--- src/rtl/branch_predict_unit.sv ---
// Branch prediction unit: direct-mapped BTB with 2-bit saturating counters,
// zero-latency fetch lookup, EX-stage resolve/redirect and statistics counters.
module branch_predict_unit #(
    parameter int unsigned XLEN    = 32,
    parameter int unsigned ENTRIES = 16,
    parameter bit          PRED_EN = 1'b1
) (
    input  logic            clk,
    input  logic            rst_n,
    input  logic            if_valid,
    input  logic [XLEN-1:0] if_pc,
    output logic            pred_taken,
    output logic [XLEN-1:0] pred_target,
    input  logic            ex_valid,
    input  logic [XLEN-1:0] ex_pc,
    input  logic            ex_is_branch,
    input  logic            ex_is_jal,
    input  logic            ex_is_jalr,
    input  logic            ex_branch_taken,
    input  logic [XLEN-1:0] ex_branch_target,
    input  logic            ex_pred_taken,
    input  logic [XLEN-1:0] ex_pred_target,
    output logic            redirect,
    output logic [XLEN-1:0] redirect_pc,
    output logic [31:0]     branch_count,
    output logic [31:0]     mispredict_count
);

    localparam int unsigned IDX_W = $clog2(ENTRIES);
    localparam int unsigned TAG_W = XLEN - IDX_W - 2;

    // Reject table depths that are not a power of two or smaller than 2
    if (ENTRIES < 2 || (ENTRIES & (ENTRIES - 1)) != 0) begin : g_bad_entries
        $error("branch_predict_unit: ENTRIES must be a power of two >= 2");
    end

    // BTB storage, one packed slot per entry
    logic [ENTRIES-1:0]            valid_q;
    logic [ENTRIES-1:0]            jump_q;
    logic [ENTRIES-1:0][TAG_W-1:0] tag_q;
    logic [ENTRIES-1:0][XLEN-1:0]  target_q;
    logic [ENTRIES-1:0][1:0]       ctr_q;

    logic [31:0] branch_count_q;
    logic [31:0] mispredict_count_q;

    // Fetch-side lookup signals
    logic [IDX_W-1:0] if_idx;
    logic [TAG_W-1:0] if_tag;
    logic             if_hit;

    // Execute-side resolve signals
    logic [IDX_W-1:0] ex_idx;
    logic [TAG_W-1:0] ex_tag;
    logic             ex_hit;
    logic             cf;
    logic             is_jump;
    logic             actual_taken;
    logic             upd_en;

    // Next contents of the slot addressed by ex_pc
    logic             upd_we;
    logic [XLEN-1:0]  nxt_target;
    logic             nxt_jump;
    logic [1:0]       nxt_ctr;

    assign if_idx = if_pc[IDX_W+1:2];
    assign if_tag = if_pc[XLEN-1:IDX_W+2];
    assign ex_idx = ex_pc[IDX_W+1:2];
    assign ex_tag = ex_pc[XLEN-1:IDX_W+2];

    // Zero-latency lookup; reads registered contents so a same-cycle update is not seen
    always_comb begin
        if_hit      = valid_q[if_idx] && (tag_q[if_idx] == if_tag);
        pred_taken  = PRED_EN && if_valid && if_hit && (jump_q[if_idx] || ctr_q[if_idx][1]);
        pred_target = pred_taken ? target_q[if_idx] : (if_pc + XLEN'(4));
    end

    // Resolve the EX-stage control-flow instruction and decide the redirect
    always_comb begin
        cf           = ex_is_branch || ex_is_jal || ex_is_jalr;
        is_jump      = ex_is_jal || ex_is_jalr;
        actual_taken = ex_branch_taken || is_jump;
        upd_en       = ex_valid && cf;
        ex_hit       = valid_q[ex_idx] && (tag_q[ex_idx] == ex_tag);
        redirect     = upd_en && ((actual_taken != ex_pred_taken) ||
                                  (actual_taken && (ex_branch_target != ex_pred_target)));
        redirect_pc  = actual_taken ? ex_branch_target : (ex_pc + XLEN'(4));
    end

    // Compute the new slot contents: train on a hit, allocate on a taken miss
    always_comb begin
        upd_we     = 1'b0;
        nxt_target = target_q[ex_idx];
        nxt_jump   = jump_q[ex_idx];
        nxt_ctr    = ctr_q[ex_idx];
        if (upd_en) begin
            if (ex_hit) begin
                upd_we = 1'b1;
                if (is_jump) begin
                    nxt_ctr    = 2'b11;
                    nxt_jump   = 1'b1;
                    nxt_target = ex_branch_target;
                end else if (ex_branch_taken) begin
                    nxt_ctr    = (ctr_q[ex_idx] == 2'b11) ? 2'b11 : (ctr_q[ex_idx] + 2'd1);
                    nxt_target = ex_branch_target;
                end else begin
                    nxt_ctr    = (ctr_q[ex_idx] == 2'b00) ? 2'b00 : (ctr_q[ex_idx] - 2'd1);
                end
            end else if (actual_taken) begin
                upd_we     = 1'b1;
                nxt_target = ex_branch_target;
                nxt_jump   = is_jump;
                nxt_ctr    = is_jump ? 2'b11 : 2'b10;
            end
        end
    end

    // BTB table write; reset invalidates every slot and sets weakly-not-taken
    always_ff @(posedge clk or negedge rst_n) begin
        if (!rst_n) begin
            valid_q  <= '0;
            jump_q   <= '0;
            tag_q    <= '0;
            target_q <= '0;
            ctr_q    <= {ENTRIES{2'b01}};
        end else if (upd_we) begin
            valid_q[ex_idx]  <= 1'b1;
            jump_q[ex_idx]   <= nxt_jump;
            tag_q[ex_idx]    <= ex_tag;
            target_q[ex_idx] <= nxt_target;
            ctr_q[ex_idx]    <= nxt_ctr;
        end
    end

    // Saturating statistics counters
    always_ff @(posedge clk or negedge rst_n) begin
        if (!rst_n) begin
            branch_count_q     <= '0;
            mispredict_count_q <= '0;
        end else begin
            if (upd_en && (branch_count_q != 32'hFFFF_FFFF)) begin
                branch_count_q <= branch_count_q + 32'd1;
            end
            if (redirect && (mispredict_count_q != 32'hFFFF_FFFF)) begin
                mispredict_count_q <= mispredict_count_q + 32'd1;
            end
        end
    end

    assign branch_count     = branch_count_q;
    assign mispredict_count = mispredict_count_q;

endmodule

--- config.mk ---
export PLATFORM = sky130hd
export DESIGN_NAME = branch_predict_unit
export DESIGN_NICKNAME = d
export VERILOG_FILES = /design/src/rtl/branch_predict_unit.sv
export SDC_FILE = /design/constraint.sdc
export NUM_CORES = 2
export LEC_CHECK = 0
export BUFFER_PORTS_ARGS = -buffer_cell sky130_fd_sc_hd__buf_2
export CORE_UTILIZATION = 35
export CTS_CLUSTER_DIAMETER = 40
export DETAILED_ROUTE_END_ITERATION = 8
export GPL_TIMING_DRIVEN = 0
export HOLD_SLACK_MARGIN = 0.03
export PLACE_DENSITY_LB_ADDON = 0.1
export SYNTH_ARGS = -nofsm -noshare
export SYNTH_HDL_FRONTEND = slang
export SYNTH_SLANG_ARGS = --single-unit
--- constraint.sdc ---
create_clock -name clk -period 3.8 [get_ports clk]
set_input_delay 0.19 -clock clk [delete_from_list [all_inputs] [get_ports clk]]
set_output_delay 0.19 -clock clk [all_outputs]
set_load 0.01 [all_outputs]
==> results list <==
- For this run, the top clock speed supported by timing is 209 MHz.
- Post-route total power: 46.7 mW
* Count of endpoints failing setup in the final report: 1026
* Worst min path class: input pin to async pin
- Proportion of synthesized flip-flops having asynchronous set or reset: 100%
* Nets: 4871
* Die boundary width: 412 um
- Global routing used 30.9% of the available tracks across all layers.
- Initial antenna violation count: 27
* P_sw: 13.7 mW
- At the worst endpoint, the required time is 3.61 ns.
- The run finished, with violations left.
* Max Fanout on Critical Path: 10
* Number of vias per cell: 6.03
* Final cycle utilization of the critical path: 126%
- TritonCTS built the clock tree.
- Counting flops with a built-in enable in the synthesized netlist gives 0.
* Remaining global-route overflow: 0
- The setup path with the least slack is of type input pin to output port.
- Arr. time, crit path: 4.60 ns
- The critical path starts at if_pc[3].
- After routing the design area is 79700 um^2.
- In this run the mean area of a mapped cell was 14.7 um^2.
- Layout cell share with drive strength beyond 1: 55.1%
- Sorting the synthesized cells by area gives the leading types as sky130_fd_sc_hd__dfrtp_1 44%, sky130_fd_sc_hd__mux4_2 21%, sky130_fd_sc_hd__mux2_2 11%.
- Post-detail-place hpwl: 178 mm
- After the flow finishes, the layout carries non-filler instances totaling 7126.
- In this run the cell area of the synthesized design comes to 58900 um^2.
* Internal portion of total power: 33.0 mW
- Dpl cells: 6489
* Reg2Reg Setup Slack: -0.47 ns
- In the post-route analysis, the smallest setup slack over all paths is -0.986 ns.
- Sequential share of power: 34.0%
* Yosys warning total: 0
* Sink count of the clock tree: 1056
- In this run the tightest slew margin relative to its limit is -1.63%.
- The analysis attributes to cell leakage a power of 34.8 nW.
* Crit. End Element: output port
- Pre-CTS worst setup slack: -2.65 ns
- Worst-skew pair later-pin latency: 0.88 ns
- Post-Synthesis Cells: 4014
- Routability-driven placement congestion ratio: 0.932
- From synthesis to final layout, the design area changed by 35.5%.
- In the final layout, the multi-input gates occupy 33000 um^2.
- Setup repair after global routing missed its margin: true
- The first global-routing pass estimated 359 mm of wire.
- The clock tree synthesis step divided the H-tree into 4 levels.
- For this run, design rule violations remaining after detail routing come to 0.
- The pre-antenna-repair detailed-routing pass consisted of 5 iterations.
* Share of the synthesized area in the top cell type: 44.2%
* PortBufs: 257
- Main synth FF type: sky130_fd_sc_hd__dfrtp_1
* Time the worst path needs with I/O delays and setup: 4.79 ns
* Area of all sequential standard cells: 26400 um^2
- Fin. Hold Viols: 0
* Proportion of total power due to net switching: 29.3%
- Worst-case vdd ir drop: 0.544 mV
* Worst clock skew: 0.0763 ns
* Average routed wire per standard cell: 38.8 um
* Post-synth net total: 4158
- After clock tree synthesis, the clock-pin slew on the worst setup and hold paths is 0.05 ns.
- The first routing iteration left 4738 violations.
- Combinational share of power: 23.4%
- Via count of the first global-routing pass: 42400
* Maximum clock path buffer count: 3
- Library cell with the largest summed area after synthesis: sky130_fd_sc_hd__dfrtp_1
- Sequential element share of the synthesized area: 44.9%
* Count of state elements after synthesis: 1056
- Wires add up to 276 mm.
* Maximum number of pins on one net before global-route repair: 152
- Kind of launch point of the worst setup path: input pin
- The checks that failed: capacitance limit, slew limit, setup timing.
- Sorting the synthesized cells by how often they occur yields 1040 x sky130_fd_sc_hd__dfrtp_1, 594 x sky130_fd_sc_hd__mux2_2, 539 x sky130_fd_sc_hd__mux4_2, 370 x sky130_fd_sc_hd__mux2_1, 225 x sky130_fd_sc_hd__nand2_1.
- Fill cell count: 14500
- Effective utilization at floorplan: 35.2%
- Total Die Area: 170000 um^2
- The routed layout has 42900 vias.
* Pin slew with the least headroom to its limit: 1.52 ns
- In this run the critical register-to-register path is launched from tag_q[263].
- Pwr/cell area: 586 nW/um^2
* Part of the power in the clock network: 42.7%
- Total core area: 167000 um^2
* Post-place instance area: 63200 um^2
- Top-level I/O count: 267
- Vert. Die Dim: 412 um
- In this run, CTS created clock tree buffers numbering 211.
* # rows: 150
- The max-slew violation count was 2.
* Cell with the most instances after synthesis: sky130_fd_sc_hd__dfrtp_1
- Residual antenna-violating net count after detailed routing: 0
* Hold Worst Slack: 0.0416 ns
- The root buffer cell chosen for the clock tree is sky130_fd_sc_hd__clkbuf_16.
- Cell variety after synth: 74
* Max cap viols: 1
==> per-layer routing <==
| metal | vias to the layer above | share of wire [%] | track usage (%) |
|---|---|---|---|
| met2 | 2263 | 43 | 45.2 |
| met5 | - | 0.022 | 0 |
| met3 | 518 | 11 | 9.99 |
| met4 | 10 | 4.3 | 11.1 |
| met1 | 23400 | 42 | 42.9 |
| li1 | 16800 | - | - |
==> metrics by stage <==
step	TNS, ns	utilization, %
floorplan	0	-
detailed placement	-1971.50	37.9
finish	-378.69	47.7
global placement	-	37.7
CTS	-301.88	44.9
global route	-344.20	47.7
==> power by group through the flow <==
stage	clock network (mW)	logic [mW]	registers (mW)
finish	20.0	10.9	15.9
global route	20.7	11.4	16.2
CTS	20.1	9.56	15.7
detailed placement	0	9.01	15.8
global placement	0	8.86	15.8
floorplan	0	6.18	15.2
==> cell type report <==
type | count | share of cell area, %
Multi-Input combinational cell | 2531 | 41.3
Sequential cell | 1056 | 33.2
Antenna cell | 10 | 0.0314
Timing Repair Buffer | 510 | 7.37
Inverter | 54 | 0.262
Clock buffer | 267 | 7.31
Buffer | 363 | 4.81
Clock inverter | 131 | 2.26
Tap cell | 2204 | 3.46
==> worst max-delay path: stages <==
cell                              delay, ns
sky130_fd_sc_hd__buf_2                 0.13
sky130_fd_sc_hd__buf_4                 0.30
sky130_fd_sc_hd__clkdlybuf4s15_2       0.61
sky130_fd_sc_hd__clkbuf_2              0.55
sky130_fd_sc_hd__clkbuf_2              0.52
sky130_fd_sc_hd__clkbuf_1              0.73
sky130_fd_sc_hd__mux4_2                0.43
sky130_fd_sc_hd__mux4_2                0.58
sky130_fd_sc_hd__mux2_4                0.36
sky130_fd_sc_hd__buf_6                 0.14
==> registers in the layout, summed over array words and instances (netlist names) <==
signal,count
mispredict_count,32
ctr_q,32
jump_q,16
valid_q,16
branch_count,32
tag_q,416
target_q,512
==> layout by cell type (no fill, tap or decap), types with 35 or more instances in the layout <==
cell	n
sky130_fd_sc_hd__buf_12	124
sky130_fd_sc_hd__buf_16	68
sky130_fd_sc_hd__mux4_2	539
sky130_fd_sc_hd__dfrtp_1	1040
sky130_fd_sc_hd__buf_2	274
sky130_fd_sc_hd__clkbuf_16	263
sky130_fd_sc_hd__clkbuf_8	35
sky130_fd_sc_hd__mux2_4	670
sky130_fd_sc_hd__buf_6	70
sky130_fd_sc_hd__xor2_1	82
sky130_fd_sc_hd__buf_1	72
sky130_fd_sc_hd__clkbuf_1	74
sky130_fd_sc_hd__nand2_1	221
sky130_fd_sc_hd__xnor2_1	102
sky130_fd_sc_hd__nand3_1	61
sky130_fd_sc_hd__buf_4	83
sky130_fd_sc_hd__o21ai_0	48
sky130_fd_sc_hd__inv_1	52
sky130_fd_sc_hd__mux2_2	289
sky130_fd_sc_hd__nor2_1	46
sky130_fd_sc_hd__mux2i_1	98
==> timing repair <==
action	CTS	global route
pin swaps	13	10
endpoints found under the setup margin	1053	1041
hold endpoints to repair	197	0
cloned	42	52
setup buffers	57	94
hold buffers	15	0
resized for setup	617	794
==> worst paths after layout <==
check                                   end  depth (start not counted)
hold reg to reg            branch_count[11]                          1
setup / recovery            pred_target[29]                         10
setup reg to reg                 tag_q[100]                         15
max in group asynchronous     target_q[362]                          5
min in group clk                  jump_q[1]                          5
hold / removal                   tag_q[145]                          3
==> cells by family after synthesis <==
kind of cell             after synthesis  share of synthesized area, %
multiplexers                        1634                          41.5
flip-flops                          1056                          44.9
AND/OR/NAND/NOR                      513                          4.18
buffers and inverters                428                          4.12
XOR/XNOR                             201                          2.99
AO/OA/AOI/OAI                        175                          2.09
adder cells (fa/ha/maj)                7                         0.149
Note: power is estimated with default switching activity, not from simulation.
